## config.mk

```make
export PLATFORM = sky130hd
export DESIGN_NAME = bcd_field_updater_flat
export DESIGN_NICKNAME = d
export VERILOG_FILES = /design/src/rtl/bcd_field_updater_if.sv /design/src/rtl/bcd_field_updater.sv /design/src/flat_wrapper.sv
export SDC_FILE = /design/constraint.sdc
export NUM_CORES = 1
export LEC_CHECK = 0
export BUFFER_PORTS_ARGS = -buffer_cell sky130_fd_sc_hd__buf_2
export CAP_MARGIN = 20
export CORE_UTILIZATION = 57
export CTS_CLUSTER_DIAMETER = 150
export DETAILED_ROUTE_END_ITERATION = 8
export PLACE_DENSITY = 0.83
export SLEW_MARGIN = 30
export SYNTH_ARGS = -nofsm -noshare
export SYNTH_HDL_FRONTEND = slang
export SYNTH_SLANG_ARGS = --single-unit
export TNS_END_PERCENT = 30
```

## constraint.sdc

```tcl
create_clock -name clk -period 9.9 [get_ports clk]
set_input_delay 1.485 -clock clk [delete_from_list [all_inputs] [get_ports clk]]
set_output_delay 1.485 -clock clk [all_outputs]
set_load 0.005 [all_outputs]
```

## src/rtl/bcd_field_updater_if.sv

```systemverilog
// bcd_field_updater_if: field read, request, and register-write signals of the BCD field-edit engine.
// final is a reserved word, so the end-of-pass strobe is carried as final_o.
interface bcd_field_updater_if #(
    parameter int NUM_FIELDS = 9,
    parameter int IDXW       = 4
);
    logic                  iniciar;
    logic [7:0]            dato;
    logic [NUM_FIELDS-1:0] up_req;
    logic [NUM_FIELDS-1:0] down_req;
    logic                  fin;
    logic [IDXW-1:0]       field_sel;
    logic [NUM_FIELDS-1:0] clr_req;
    logic [7:0]            dir_out;
    logic [7:0]            dato_out;
    logic                  escribe;
    logic                  busy;
    logic                  final_o;
    logic                  bcd_err;

    modport slave (
        input  iniciar, dato, up_req, down_req, fin,
        output field_sel, clr_req, dir_out, dato_out, escribe, busy, final_o, bcd_err
    );

    modport master (
        output iniciar, dato, up_req, down_req, fin,
        input  field_sel, clr_req, dir_out, dato_out, escribe, busy, final_o, bcd_err
    );
endinterface

```

## src/rtl/bcd_field_updater.sv

```systemverilog
// bcd_field_updater: scans two-digit BCD fields, applies pending up/down edits with per-field
// bounds (wrap or saturate), and writes each edited field to its register address.
module bcd_field_updater #(
    parameter int                        NUM_FIELDS = 9,
    parameter int                        IDXW       = 4,
    parameter logic [NUM_FIELDS*8-1:0]   MAX_VALS   = {8'h59, 8'h59, 8'h23, 8'h99, 8'h12, 8'h31, 8'h23, 8'h59, 8'h59},
    parameter logic [NUM_FIELDS*8-1:0]   MIN_VALS   = {8'h00, 8'h00, 8'h00, 8'h00, 8'h01, 8'h01, 8'h00, 8'h00, 8'h00},
    parameter logic [NUM_FIELDS*8-1:0]   ADDR_VALS  = {8'h43, 8'h42, 8'h41, 8'h26, 8'h25, 8'h24, 8'h23, 8'h22, 8'h21},
    parameter bit                        WRAP_EN    = 1'b1
) (
    input logic                clk,
    input logic                reset,
    bcd_field_updater_if.slave bus
);
    typedef enum logic [2:0] {IDLE, SEL, READ, CALC, WRITE, NEXT, DONE} state_t;

    state_t          state_q, state_d;
    logic [IDXW-1:0] idx_q, idx_d;
    logic [7:0]      cur_q, cur_d;
    logic [7:0]      res_q, res_d;
    logic            err_q, err_d;
    logic [7:0]      mn, mx, inc, dec;
    logic [3:0]      hi, lo;
    logic            up, dn, bad;

    always_comb begin
        mn    = MIN_VALS[idx_q*8 +: 8];
        mx    = MAX_VALS[idx_q*8 +: 8];
        up    = bus.up_req[idx_q];
        dn    = bus.down_req[idx_q];
        hi    = cur_q[7:4];
        lo    = cur_q[3:0];
        bad   = (hi > 4'd9) || (lo > 4'd9) || (cur_q < mn) || (cur_q > mx);
        inc   = (lo == 4'd9) ? {hi + 4'd1, 4'd0} : {hi, lo + 4'd1};
        dec   = (lo == 4'd0) ? {hi - 4'd1, 4'd9} : {hi, lo - 4'd1};
        state_d = state_q;
        idx_d   = idx_q;
        cur_d   = cur_q;
        res_d   = res_q;
        err_d   = err_q;
        case (state_q)
            IDLE: if (bus.iniciar) begin
                state_d = SEL;
                idx_d   = '0;
                err_d   = 1'b0;
            end
            SEL:  state_d = READ;
            READ: begin
                cur_d   = bus.dato;
                state_d = CALC;
            end
            CALC: begin
                // An out-of-range value is forced back to the field minimum regardless of requests
                if (bad) begin
                    res_d   = mn;
                    err_d   = 1'b1;
                    state_d = WRITE;
                end else if (up && !dn) begin
                    res_d   = (cur_q == mx) ? (WRAP_EN ? mn : mx) : inc;
                    state_d = WRITE;
                end else if (dn && !up) begin
                    res_d   = (cur_q == mn) ? (WRAP_EN ? mx : mn) : dec;
                    state_d = WRITE;
                end else begin
                    state_d = NEXT;
                end
            end
            WRITE: if (bus.fin) state_d = NEXT;
            NEXT: begin
                state_d = (idx_q == IDXW'(NUM_FIELDS - 1)) ? DONE : SEL;
                idx_d   = (idx_q == IDXW'(NUM_FIELDS - 1)) ? '0 : idx_q + 1'b1;
            end
            DONE:    state_d = IDLE;
            default: state_d = IDLE;
        endcase
    end

    always_ff @(posedge clk) begin
        if (reset) begin
            state_q <= IDLE;
            idx_q   <= '0;
            cur_q   <= '0;
            res_q   <= '0;
            err_q   <= 1'b0;
        end else begin
            state_q <= state_d;
            idx_q   <= idx_d;
            cur_q   <= cur_d;
            res_q   <= res_d;
            err_q   <= err_d;
        end
    end

    assign bus.field_sel = idx_q;
    assign bus.escribe   = (state_q == WRITE);
    assign bus.dir_out   = (state_q == WRITE) ? ADDR_VALS[idx_q*8 +: 8] : 8'h00;
    assign bus.dato_out  = (state_q == WRITE) ? res_q : 8'h00;
    assign bus.clr_req   = (state_q == NEXT) ? (NUM_FIELDS'(1) << idx_q) : '0;
    assign bus.busy      = (state_q != IDLE);
    assign bus.final_o   = (state_q == DONE);
    assign bus.bcd_err   = err_q;
endmodule

```

## src/flat_wrapper.sv

```systemverilog
// flat-port wrapper written by rule: the top's interface ports become plain ports
module bcd_field_updater_flat 
#(
    parameter int                        NUM_FIELDS = 9,
    parameter int                        IDXW       = 4,
    parameter logic [NUM_FIELDS*8-1:0]   MAX_VALS   = {8'h59, 8'h59, 8'h23, 8'h99, 8'h12, 8'h31, 8'h23, 8'h59, 8'h59},
    parameter logic [NUM_FIELDS*8-1:0]   MIN_VALS   = {8'h00, 8'h00, 8'h00, 8'h00, 8'h01, 8'h01, 8'h00, 8'h00, 8'h00},
    parameter logic [NUM_FIELDS*8-1:0]   ADDR_VALS  = {8'h43, 8'h42, 8'h41, 8'h26, 8'h25, 8'h24, 8'h23, 8'h22, 8'h21},
    parameter bit                        WRAP_EN    = 1'b1
)
  (clk, reset, bus_iniciar, bus_dato, bus_up_req, bus_down_req, bus_fin, bus_field_sel, bus_clr_req, bus_dir_out, bus_dato_out, bus_escribe, bus_busy, bus_final_o, bus_bcd_err);
  bcd_field_updater_if #(.NUM_FIELDS(NUM_FIELDS), .IDXW(IDXW)) bus_i ();
  input logic clk;
  input logic reset;
  input wire logic [$bits(bus_i.iniciar)-1:0] bus_iniciar;
  input wire logic [$bits(bus_i.dato)-1:0] bus_dato;
  input wire logic [$bits(bus_i.up_req)-1:0] bus_up_req;
  input wire logic [$bits(bus_i.down_req)-1:0] bus_down_req;
  input wire logic [$bits(bus_i.fin)-1:0] bus_fin;
  output wire logic [$bits(bus_i.field_sel)-1:0] bus_field_sel;
  output wire logic [$bits(bus_i.clr_req)-1:0] bus_clr_req;
  output wire logic [$bits(bus_i.dir_out)-1:0] bus_dir_out;
  output wire logic [$bits(bus_i.dato_out)-1:0] bus_dato_out;
  output wire logic [$bits(bus_i.escribe)-1:0] bus_escribe;
  output wire logic [$bits(bus_i.busy)-1:0] bus_busy;
  output wire logic [$bits(bus_i.final_o)-1:0] bus_final_o;
  output wire logic [$bits(bus_i.bcd_err)-1:0] bus_bcd_err;
  assign bus_i.iniciar = bus_iniciar;
  assign bus_i.dato = bus_dato;
  assign bus_i.up_req = bus_up_req;
  assign bus_i.down_req = bus_down_req;
  assign bus_i.fin = bus_fin;
  assign bus_field_sel = bus_i.field_sel;
  assign bus_clr_req = bus_i.clr_req;
  assign bus_dir_out = bus_i.dir_out;
  assign bus_dato_out = bus_i.dato_out;
  assign bus_escribe = bus_i.escribe;
  assign bus_busy = bus_i.busy;
  assign bus_final_o = bus_i.final_o;
  assign bus_bcd_err = bus_i.bcd_err;
  bcd_field_updater #(.NUM_FIELDS(NUM_FIELDS), .IDXW(IDXW), .MAX_VALS(MAX_VALS), .MIN_VALS(MIN_VALS), .ADDR_VALS(ADDR_VALS), .WRAP_EN(WRAP_EN)) u_core (.clk(clk), .reset(reset), .bus(bus_i));
endmodule
```

==> run summary, run 1 <==
## Floorplanning
- **row count** 22
- **Die W** 65.1 um
- **die footprint** 4240 sq um
- **vertical die dimension** 65.1 um
- **initial core utilization** 60.6%
- **area of the core region** 3740 sq um
- **Top Ports** 63

## Global routing
- **Total GRT Usage** 28.1%
- **GRT Residual Overflow** 0
- **number of antenna violations at the first check in global routing** 0
- **first-pass GRT wire length** 9.27 mm
- **vias in the first global route** 1934
- **pin count of the biggest net entering global routing** 26

## Timing
- **count of final setup violators** 0
- **Pins Over Slew Limit** 0
- **transition at the pin with the smallest max-transition slack** 0.793 ns
- **TNS Setup** 0 ns
- **minimum clock period after layout** 3.90 ns
- **final clock period utilization by the worst path** 39.4%
- **worst clock skew on the final layout** 0.00142 ns
- **achievable frequency** 256 MHz
- **worst-case headroom to the max-slew limit** 46.8%
- **setup repair after global routing missed its margin** false
- **final-layout worst hold slack** 0.453 ns
- **Final Hold Vio Count** 0

## Drt
- **detailed-router iteration count before antenna repair** 6
- **drc violations** 0
- **number of design-rule violations left by the first detailed-router iteration** 226
- **number of vias per cell** 5.84
- **count of antenna-violating nets left after detailed routing** 0
- **wire length per cell after detailed routing** 14.4 um
- **wire length after detailed routing** 5.88 mm
- **number of vias in the routed layout** 2378

## Logic synthesis
- **largest family of logic cells by synthesized area** simple AND/OR/NAND/NOR gates
- **average size of a mapped cell** 7.07 sq um
- **total standard cell area after synthesis** 2270 sq um
- **Synth warnings** 0
- **area share of fa/ha/maj cells after synthesis** 11.0%
- **multiplexer share of the synthesized area** 4.63%
- **number of distinct standard cells referenced by the synthesized netlist** 56
- **count of flip-flops with a built-in enable after synthesis** 0
- **async set-reset flop share out of synthesis** 0%
- **number of standard cells after synthesis** 321
- **area share of and/or/nand/nor cells after synthesis** 30.6%
- **part of the Yosys area used for sequential elements** 21.2%
- **fraction of post-synthesis cell area in the top cell type by area** 21.2%
- **cells taking the most area after synthesis** dfxtp_1, ha_1, nand2_1
- **cell type with the largest total area after synthesis** dfxtp_1
- **XOR/XNOR share of the synthesized area** 1.16%
- **top_reg_cell synth** dfxtp_1
- **synthesis-stage register bit count** 24
- **fraction of the mapped netlist area in compound gates** 24.0%

## CTS
- **number of buffers added to fix hold violations after cts** 0
- **maximum count of clock buffers along a single path** 2
- **TritonCTS clock tree** done
- **TritonCTS Buffers** 3
- **number of clock sinks** 24
- **buffer type at the clock tree root** clkbuf_8
- **Post-CTS Repair Setup Buffers** 0
- **post-CTS sizing** 0
- **worst skew pair latency** 0.27 ns
- **H-tree depth** 1
- **clk slew on worst S/H paths** 0.08 ns

## Critical path
- **Critical Path, Cell by Cell** inv_1, ha_1, and3_1, nor2_1, ha_1, nand4_1, or4_1, o21a_4, o31ai_2, nand4bb_1, a21oi_1
- **startpoint of the worst register-to-register path** u_core.bus.field_sel[0]
- **startpoint type of the worst setup path** flip-flop
- **worst stage delay on the critical path** 0.68 ns
- **critical path endpoint category** flip-flop
- **setup slack, reg-to-reg** 6.00 ns
- **critical path required time** 10.04 ns
- **slowest CP cell** o31ai_2
- **CP top delay family** simple AND/OR/NAND/NOR gates
- **endpoint of the most critical register-to-register path** u_core.res_q[4]
- **startpoint-to-endpoint class of the critical path** reg2reg
- **cells on worst reg2reg path** 11
- **Arr. time, crit path** 4.04 ns
- **total buffers and inverters traversed by the critical path** 1
- **cell repeated most along the worst path** ha_1
- **maximum fanout encountered on the critical timing path** 12

## Cells and area
- **relative area change from synthesis to final layout** 13.3%
- **final layout net count** 411
- **antenna cell count** 0
- **post-route cell area** 2570 sq um
- **final std cells w/o fill** 407
- **share of final-layout standard cells stronger than drive strength 1** 20.3%

## Min path
- **startpoint of the worst hold path** u_core.res_q[4]
- **path category of the worst min-delay check** reg2reg
- **Worst Hold Endpoint** u_core.res_q[4]
- **cell depth of the worst min-delay path** 2

## Outcome
- **run status** completed

## Placement
- **detailed placement HPWL** 4.47 mm
- **Placed Instance Area** 2520 sq um
- **IO buf count** 59
- **Inst Count DP** 404
- **weighted congestion reported at the end of routability-driven placement** 0.982

## Pwr
- **pwr/cell area** 96.2 nW/um^2
- **Leakage Power** 1.16 nW
- **Max IR drop VDD** 0.0000847 V
- **total power after layout** 0.247 mW

## Job
- **max-cap viol count** 0

==> registers in the layout, summed over array words and instances, names as in the netlist <==
register,cells
u_core.bus.bcd_err,1
u_core.bus.field_sel,4
u_core.cur_q,8
u_core.res_q,8
u_core.state_q,3
==> synthesized netlist by cell type, types with 4 or more instances <==
| master | n |
|---|---|
| nand2_1 | 51 |
| and2_1 | 11 |
| nor2_1 | 32 |
| inv_1 | 14 |
| clkbuf_1 | 19 |
| and3_1 | 7 |
| ha_1 | 20 |
| nand3_1 | 5 |
| dfxtp_1 | 24 |
| o21ai_0 | 11 |
| or3_1 | 4 |
| mux2i_1 | 6 |
| nand2b_1 | 4 |
| a21oi_1 | 34 |
| nor3_1 | 8 |
==> through the flow <==
stage                     util [%]  setup slack (ns)
after floorplan                  -              6.39
after global placement        67.3              5.73
after detailed placement      67.4              5.96
after CTS                     68.5              6.02
after global routing          68.7              5.70
final                         68.7              6.00
==> cell families after synthesis <==
group                    after synthesis
buffers and inverters                 40
XOR/XNOR                               3
multiplexers                           8
flip-flops                            24
adder cells (fa/ha/maj)               20
AND/OR/NAND/NOR                      141
other                                  1
AO/OA/AOI/OAI                         84
==> layer usage <==
metal	vias up	global-route usage, %	routed length [um]
met5	-	0	0
met4	0	5.43	59
met3	7	2.60	495
met2	105	43.8	2670
met1	1064	42.1	2650
li1	1202	-	-
==> final cells by class <==
| cell class | count | area (sq um) |
|---|---|---|
| inverter | 14 | 52.6 |
| clock buffer | 3 | 41.3 |
| fill | 349 | 1170 |
| sequential | 24 | 480 |
| timing repair buffer | 59 | 295 |
| multi-input combinational | 259 | 1640 |
| tap | 48 | 60.1 |
==> how the worst max path moves through the flow <==
| stage | slack (ns) | endpoint | cells after the start | start |
|---|---|---|---|---|
| 2_1_floorplan | 6.39 | u_core.res_q[0] | 15 | u_core.bus.field_sel[0] |
| 3_3_place_gp | 5.73 | u_core.res_q[4] | 10 | bus_up_req[7] |
| 3_5_place_dp | 5.96 | u_core.res_q[4] | 10 | bus_up_req[7] |
| 4_1_cts | 6.02 | u_core.res_q[4] | 11 | u_core.bus.field_sel[0] |
| 5_1_grt | 5.70 | u_core.res_q[4] | 11 | u_core.bus.field_sel[0] |
| 6_report | 6.00 | u_core.res_q[4] | 11 | u_core.bus.field_sel[0] |
==> placed cells by master, fill, tap and decap left out, types with 4 or more instances in the layout <==
cell,Yosys,final
buf_2,3,59
nand2_1,51,51
a21oi_1,34,34
nor2_1,32,32
dfxtp_1,24,24
ha_1,20,20
inv_1,14,14
and2_1,11,11
o21ai_0,11,11
nor3_1,8,8
and3_1,7,7
mux2i_1,6,6
nand3_1,5,5
nand2b_1,4,4
or3_1,4,4
==> worst min-delay path, delay by kind of cell, from the launching register on <==
family,cells,cell delay [ns]
compound gates,1,0.05
flops,1,0.31
simple gates,1,0.05
==> where the power goes <==
group	switching, mW	internal, mW	leakage (nW)
sequential	0.0102	0.101	0.194
clock	0.0315	0.0273	0.0216
combinational	0.0447	0.0329	0.945
total	0.0863	0.161	1.16
Power figures use the tool's default switching activity.
==> run 2, diff against run 1 <==
--- a/config.mk
+++ b/config.mk
@@ -5,12 +5,13 @@
 export SDC_FILE = /design/constraint.sdc
 export NUM_CORES = 1
 export LEC_CHECK = 0
+export ABC_AREA = 1
 export BUFFER_PORTS_ARGS = -buffer_cell sky130_fd_sc_hd__buf_2
 export CAP_MARGIN = 20
-export CORE_UTILIZATION = 57
+export CORE_UTILIZATION = 53
 export CTS_CLUSTER_DIAMETER = 150
 export DETAILED_ROUTE_END_ITERATION = 8
-export PLACE_DENSITY = 0.83
+export PLACE_DENSITY = 0.78
 export SLEW_MARGIN = 30
 export SYNTH_ARGS = -nofsm -noshare
 export SYNTH_HDL_FRONTEND = slang
==> constraint.sdc (replaced) <==
create_clock -name clk -period 4.1 [get_ports clk]
set_input_delay 0.615 -clock clk [delete_from_list [all_inputs] [get_ports clk]]
set_output_delay 0.615 -clock clk [all_outputs]
set_load 0.005 [all_outputs]
==> run 2 against run 1 <==
Compared with the run above:
- routed wire length increased by 4.2%
- via count increased by 9.6%
- sequential share of layout area decreased by 0.53 points
- fmax increased by 30%
- critical path depth increased by 4
- critical endpoint is now u_core.res_q[6]
- highest routed layer unchanged
==> run summary, run 2 <==
## Outcome
- **run status** completed

## CTS
- **number of buffers added to fix hold violations after cts** 0
- **maximum count of clock buffers along a single path** 2
- **number of clock sinks** 24
- **worst skew pair latency** 0.27 ns
- **post-CTS sizing** 0
- **Post-CTS Repair Setup Buffers** 0
- **TritonCTS Buffers** 3
- **TritonCTS clock tree** done
- **H-tree depth** 1
- **buffer type at the clock tree root** clkbuf_8
- **clk slew on worst S/H paths** 0.09 ns

## Floorplanning
- **area of the core region** 4090 sq um
- **vertical die dimension** 67.7 um
- **initial core utilization** 56.1%
- **die footprint** 4590 sq um
- **Die W** 67.7 um
- **row count** 23
- **Top Ports** 63

## Critical path
- **critical path required time** 4.31 ns
- **Critical Path, Cell by Cell** inv_1, ha_1, nand2_1, nand2_1, nand2_1, inv_1, ha_1, nand3_1, nor2_1, nand2_2, nand2_1, nand2_2, nor2_2, nand2_1, a21oi_1
- **total buffers and inverters traversed by the critical path** 2
- **critical path endpoint category** flip-flop
- **worst stage delay on the critical path** 0.59 ns
- **cell repeated most along the worst path** nand2_1
- **Arr. time, crit path** 3.21 ns
- **maximum fanout encountered on the critical timing path** 15
- **startpoint-to-endpoint class of the critical path** reg2reg
- **startpoint type of the worst setup path** flip-flop
- **CP top delay family** simple AND/OR/NAND/NOR gates
- **slowest CP cell** dfxtp_1

## Placement
- **weighted congestion reported at the end of routability-driven placement** 0.961
- **detailed placement HPWL** 4.87 mm
- **IO buf count** 59

## Global routing
- **met3 track utilization from global routing** 3.89%
- **Total GRT Usage** 29.1%
- **fraction of met1 tracks used by global routing** 37.4%
- **GRT Residual Overflow** 0
- **pin count of the biggest net entering global routing** 18
- **number of antenna violations at the first check in global routing** 0
- **first-pass GRT wire length** 10.2 mm
- **met2 Track Usage GR** 49.1%
- **GRT busiest layer** met2
- **vias in the first global route** 2324

## Logic synthesis
- **number of standard cells after synthesis** 390
- **part of the Yosys area used for sequential elements** 21.0%
- **cells taking the most area after synthesis** dfxtp_1, nand2_1, ha_1
- **fraction of post-synthesis cell area in the top cell type by area** 21.0%
- **top_reg_cell synth** dfxtp_1
- **Synth warnings** 0
- **average size of a mapped cell** 5.87 sq um
- **cell with the most instances after synthesis** nand2_1
- **async set-reset flop share out of synthesis** 0%
- **cell type with the largest total area after synthesis** dfxtp_1
- **top cells by count, synth** nand2_1, nor2_1, inv_1
- **count of flip-flops with a built-in enable after synthesis** 0
- **synthesis-stage register bit count** 24
- **number of distinct standard cells referenced by the synthesized netlist** 32
- **total standard cell area after synthesis** 2290 sq um

## Drt
- **wire length per cell after detailed routing** 12.5 um
- **drc violations** 0
- **number of vias in the routed layout** 2606
- **wire length after detailed routing** 6.13 mm
- **detailed-router iteration count before antenna repair** 5
- **count of antenna-violating nets left after detailed routing** 0
- **number of vias per cell** 5.30
- **number of design-rule violations left by the first detailed-router iteration** 167

## Pwr
- **pwr/cell area** 389 nW/um^2
- **total power after layout** 1.03 mW
- **Max IR drop VDD** 0.000279 V
- **Leakage Power** 1.42 nW

## Cells and area
- **commonest non-fill, non-tap cell in the layout** nand2_1
- **relative area change from synthesis to final layout** 15.6%
- **area of the multi-input gates** 1550 sq um
- **final layout net count** 493
- **utilization of the core after routing** 64.8%
- **share of final-layout standard cells stronger than drive strength 1** 19.7%
- **commonest non-fill, non-tap cells in the layout** nand2_1, buf_2, nor2_1
- **antenna cell count** 0
- **area occupied by registers** 480 sq um
- **filler cell count in the final layout** 386

## Timing
- **worst clock skew on the final layout** 0.00112 ns
- **minimum clock period after layout** 3.00 ns
- **Final Hold Vio Count** 0
- **final clock period utilization by the worst path** 73.3%
- **count of final setup violators** 0
- **TNS Setup** 0 ns
- **Pins Over Slew Limit** 0
- **setup repair after global routing missed its margin** false
- **achievable frequency** 333 MHz

## Min path
- **path category of the worst min-delay check** reg2reg

## Job
- **max-cap viol count** 0

==> run 2: cell count changes in the layout (fill, tap and decap cells not counted), sizes merged, moves of 7 or more <==
cell,delta
o21ai,+11
and2,-11
nand3,+26
inv,+37
nand2,+62
nor2,+30
and3,-7
==> run 2: area by class of cell <==
| class | instances | share of cell area [%] |
|---|---|---|
| Sequential cell | 24 | 18.1 |
| Inverter | 51 | 7.23 |
| Multi-Input combinational cell | 304 | 58.4 |
| Clock buffer | 3 | 1.56 |
| Clock inverter | 1 | 1.13 |
| Timing Repair Buffer | 59 | 11.2 |
| Tap cell | 50 | 2.36 |
==> run 2: cells by family (layout without fill, tap and decap cells) <==
group / after synthesis / after routing / share of synthesized area, %
fa+ha+maj: 20 / 20 / 10.9
simple gates: 218 / 218 / 40.6
other cells: 1 / 3 / 0.164
flops: 24 / 24 / 21.0
buf+inv: 64 / 114 / 11.9
compound gates: 61 / 61 / 14.7
xor+xnor: 2 / 2 / 0.765
==> run 2: worst min-delay path: stages (launching register included) <==
cell and delay (ns):
dfxtp_1 0.32, nand2_1 0.06, a21oi_1 0.06
==> run 2: per-stage QoR <==
step / area (sq um) / hold slack [ns] / worst slack [ns] / std cells
2_1_floorplan: 2300 / 0.439 / 1.51 / 392
3_5_place_dp: 2580 / 0.459 / 1.12 / 488
4_1_cts: 2650 / 0.479 / 1.11 / 492
3_3_place_gp: 2580 / 0.456 / 1.24 / 488
5_1_grt: 2650 / 0.493 / 0.759 / 492
6_report: 2650 / 0.473 / 1.10 / 492
==> run 2: final timing paths <==
check	from	to	slack [ns]	cells past startpoint
worst max register to register	u_core.bus.field_sel[0]	u_core.res_q[6]	1.10	15
worst min-delay path	u_core.bus.bcd_err	u_core.bus.bcd_err	0.47	2
worst min register to register	u_core.bus.bcd_err	u_core.bus.bcd_err	0.47	2
worst max-delay path	u_core.bus.field_sel[0]	u_core.res_q[6]	1.10	15
==> run 2: per-layer routing <==
metal  up-vias  share of wire, %  wire (um)
met5         -                 0          0
met2        83                45       2780
met4         0               2.2        133
met1      1167                47       2890
li1       1342                 -          -
met3        14               5.4        329
==> run 2: power breakdown <==
group	switching [mW]	total, mW	leakage, nW	internal [mW]
logic	0.330	0.509	1.19	0.179
registers	0.0439	0.305	0.195	0.261
clock network	0.0845	0.215	0.0357	0.131
total	0.458	1.03	1.42	0.571
==> run 3, diff against run 2 <==
--- a/config.mk
+++ b/config.mk
@@ -5,13 +5,13 @@
 export SDC_FILE = /design/constraint.sdc
 export NUM_CORES = 1
 export LEC_CHECK = 0
-export ABC_AREA = 1
+export ABC_AREA = 0
 export BUFFER_PORTS_ARGS = -buffer_cell sky130_fd_sc_hd__buf_2
 export CAP_MARGIN = 20
-export CORE_UTILIZATION = 53
+export CORE_UTILIZATION = 48
 export CTS_CLUSTER_DIAMETER = 150
 export DETAILED_ROUTE_END_ITERATION = 8
-export PLACE_DENSITY = 0.78
+export PLACE_DENSITY = 0.74
 export SLEW_MARGIN = 30
 export SYNTH_ARGS = -nofsm -noshare
 export SYNTH_HDL_FRONTEND = slang
==> constraint.sdc (replaced) <==
create_clock -name clk -period 2.58 [get_ports clk]
set_input_delay 0.387 -clock clk [delete_from_list [all_inputs] [get_ports clk]]
set_output_delay 0.387 -clock clk [all_outputs]
set_load 0.005 [all_outputs]
==> run 3 against run 2 <==
Compared with the run above:
- the flow now finishes with violations (design-rule violations, negative setup slack)
- clock power increased by 56%
- die area increased by 9.1%
- routed wire length increased by 24%
- register-to-register slack got worse by 1.3 ns
- power increased by 13%
==> run summary, run 3 (synthesized netlist as in run 1, its figures left out) <==
## Outcome
- **run status** finished, violations left
- **violations in the final reports** design-rule violations, negative setup slack

## Timing
- **worst clock skew on the final layout** 0.00283 ns
- **Final Hold Vio Count** 0
- **achievable frequency** 365 MHz
- **worst-case headroom to the max-slew limit** 65.5%
- **setup repair after global routing missed its margin** true
- **minimum clock period after layout** 2.74 ns
- **final clock period utilization by the worst path** 106%
- **transition at the pin with the smallest max-transition slack** 0.515 ns
- **Pins Over Slew Limit** 0
- **count of final setup violators** 9
- **worst path setup slack after routing** -0.158 ns
- **TNS Setup** -1.06 ns

## Drt
- **number of vias per cell** 5.93
- **wire length after detailed routing** 7.59 mm
- **number of design-rule violations left by the first detailed-router iteration** 287
- **detailed-routed wire length on met2** 3.50 mm
- **total length of routed met3 wires** 683 um
- **number of vias in the routed layout** 2791
- **wire length per cell after detailed routing** 16.1 um
- **detailed-router iteration count before antenna repair** 7
- **uppermost routed layer** met4
- **metal1 wirelength** 3.24 mm
- **count of antenna-violating nets left after detailed routing** 0
- **drc violations** 10

## CTS
- **clk slew on worst S/H paths** 0.09 ns
- **number of buffers added to fix hold violations after cts** 0
- **buffer type at the clock tree root** clkbuf_8
- **maximum count of clock buffers along a single path** 2
- **number of clock sinks** 24
- **TritonCTS Buffers** 3
- **worst skew pair latency** 0.27 ns
- **H-tree depth** 1
- **TritonCTS clock tree** done

## Placement
- **weighted congestion reported at the end of routability-driven placement** 1.03
- **IO buf count** 59
- **Placed Instance Area** 2960 sq um
- **detailed placement HPWL** 5.23 mm

## Min path
- **path category of the worst min-delay check** in2reg
- **Worst Hold Endpoint** u_core.cur_q[7]
- **startpoint of the worst hold path** bus_dato[7]
- **cell depth of the worst min-delay path** 3

## Pwr
- **pwr/cell area** 354 nW/um^2
- **Max IR drop VDD** 0.000450 V
- **Leakage Power** 1.46 nW

## Global routing
- **number of antenna violations at the first check in global routing** 0
- **vias in the first global route** 2423
- **Total GRT Usage** 28.0%
- **GRT Residual Overflow** 0
- **first-pass GRT wire length** 11.3 mm
- **pin count of the biggest net entering global routing** 26

## Floorplanning
- **Top Ports** 63
- **initial core utilization** 51.1%
- **vertical die dimension** 70.8 um
- **die footprint** 5010 sq um
- **row count** 24
- **Die W** 70.8 um
- **area of the core region** 4440 sq um

## Critical path
- **startpoint of the worst register-to-register path** u_core.bus.field_sel[1]
- **maximum fanout encountered on the critical timing path** 8
- **endpoint of the most critical register-to-register path** u_core.res_q[2]
- **cells on worst reg2reg path** 12
- **startpoint-to-endpoint class of the critical path** reg2reg
- **startpoint type of the worst setup path** flip-flop
- **critical path endpoint category** flip-flop
- **setup slack, reg-to-reg** -0.16 ns
- **critical path required time** 2.79 ns
- **Arr. time, crit path** 2.95 ns

## Cells and area
- **share of final-layout standard cells stronger than drive strength 1** 38.9%
- **final layout net count** 470
- **commonest non-fill, non-tap cells in the layout** buf_2, buf_4, nand2_1
- **relative area change from synthesis to final layout** 44.7%
- **filler cell count in the final layout** 332
- **area occupied by registers** 489 sq um
- **commonest non-fill, non-tap cell in the layout** buf_2
- **post-route cell area** 3280 sq um
- **area of the multi-input gates** 1850 sq um
- **antenna cell count** 0

## Job
- **max-cap viol count** 0

## run 3: layer usage
layer	vias up	track usage, %
li1	1328	-
met1	1269	38.2
met2	171	45.6
met3	23	5.27
met4	0	6.89
met5	-	0
## run 3: repair_timing
| action | in CTS | in global routing |
|---|---|---|
| gates resized for setup | 17 | 23 |
| buffers inserted | 4 | 2 |
| pin swaps | 4 | 4 |
| gates cloned | 0 | 1 |
| setup endpoints to repair | 9 | 9 |
## run 3: per-stage QoR
step	setup WS, ns	utilization [%]	power [mW]	hold slack, ns	instances
CTS	-0.102	70.2	1.11	0.336	468
global placement	-0.192	66.7	0.770	0.441	460
finish	-0.158	73.9	1.16	0.340	471
floorplan	-0.359	-	0.648	0.432	323
detailed placement	-0.237	66.7	0.772	0.451	460
global route	-0.247	73.9	1.22	0.342	471
## run 3: worst max-delay path by stage
stage                                        from               to  slack, ns  cells after the start
after floorplan           u_core.bus.field_sel[0]  u_core.res_q[0]      -0.36                     15
after global placement    u_core.bus.field_sel[1]  u_core.res_q[5]      -0.19                     11
after detailed placement  u_core.bus.field_sel[1]  u_core.res_q[5]      -0.24                     11
after CTS                 u_core.bus.field_sel[1]  u_core.res_q[2]      -0.10                     13
after global routing      u_core.bus.field_sel[1]  u_core.res_q[2]      -0.25                     13
final                     u_core.bus.field_sel[1]  u_core.res_q[2]      -0.16                     12
## run 3: report_power, final
group          switching, mW  internal, mW  total (mW)
logic                  0.221         0.186       0.407
registers             0.0340         0.386       0.420
clock network          0.128         0.208       0.336
total                  0.383         0.779        1.16
## run 3: layout make-up
| cell class | count | area share [%] |
|---|---|---|
| multi-input combinational | 259 | 56.5 |
| clock buffer | 3 | 1.26 |
| sequential | 24 | 14.9 |
| clock inverter | 1 | 0.914 |
| tap | 52 | 1.98 |
| timing repair buffer | 118 | 22.6 |
| inverter | 14 | 1.90 |
## run 3: worst max-delay path, cell delays in order (launching register included)
cell     delay, ns
dfxtp_4       0.40
or2_4         0.28
a21oi_2       0.23
nor2_4        0.06
ha_4          0.26
nand4_1       0.10
or4_4         0.45
o21a_4        0.16
nor4b_4       0.25
buf_4         0.18
o31ai_2       0.06
buf_4         0.15
a21oi_2       0.11
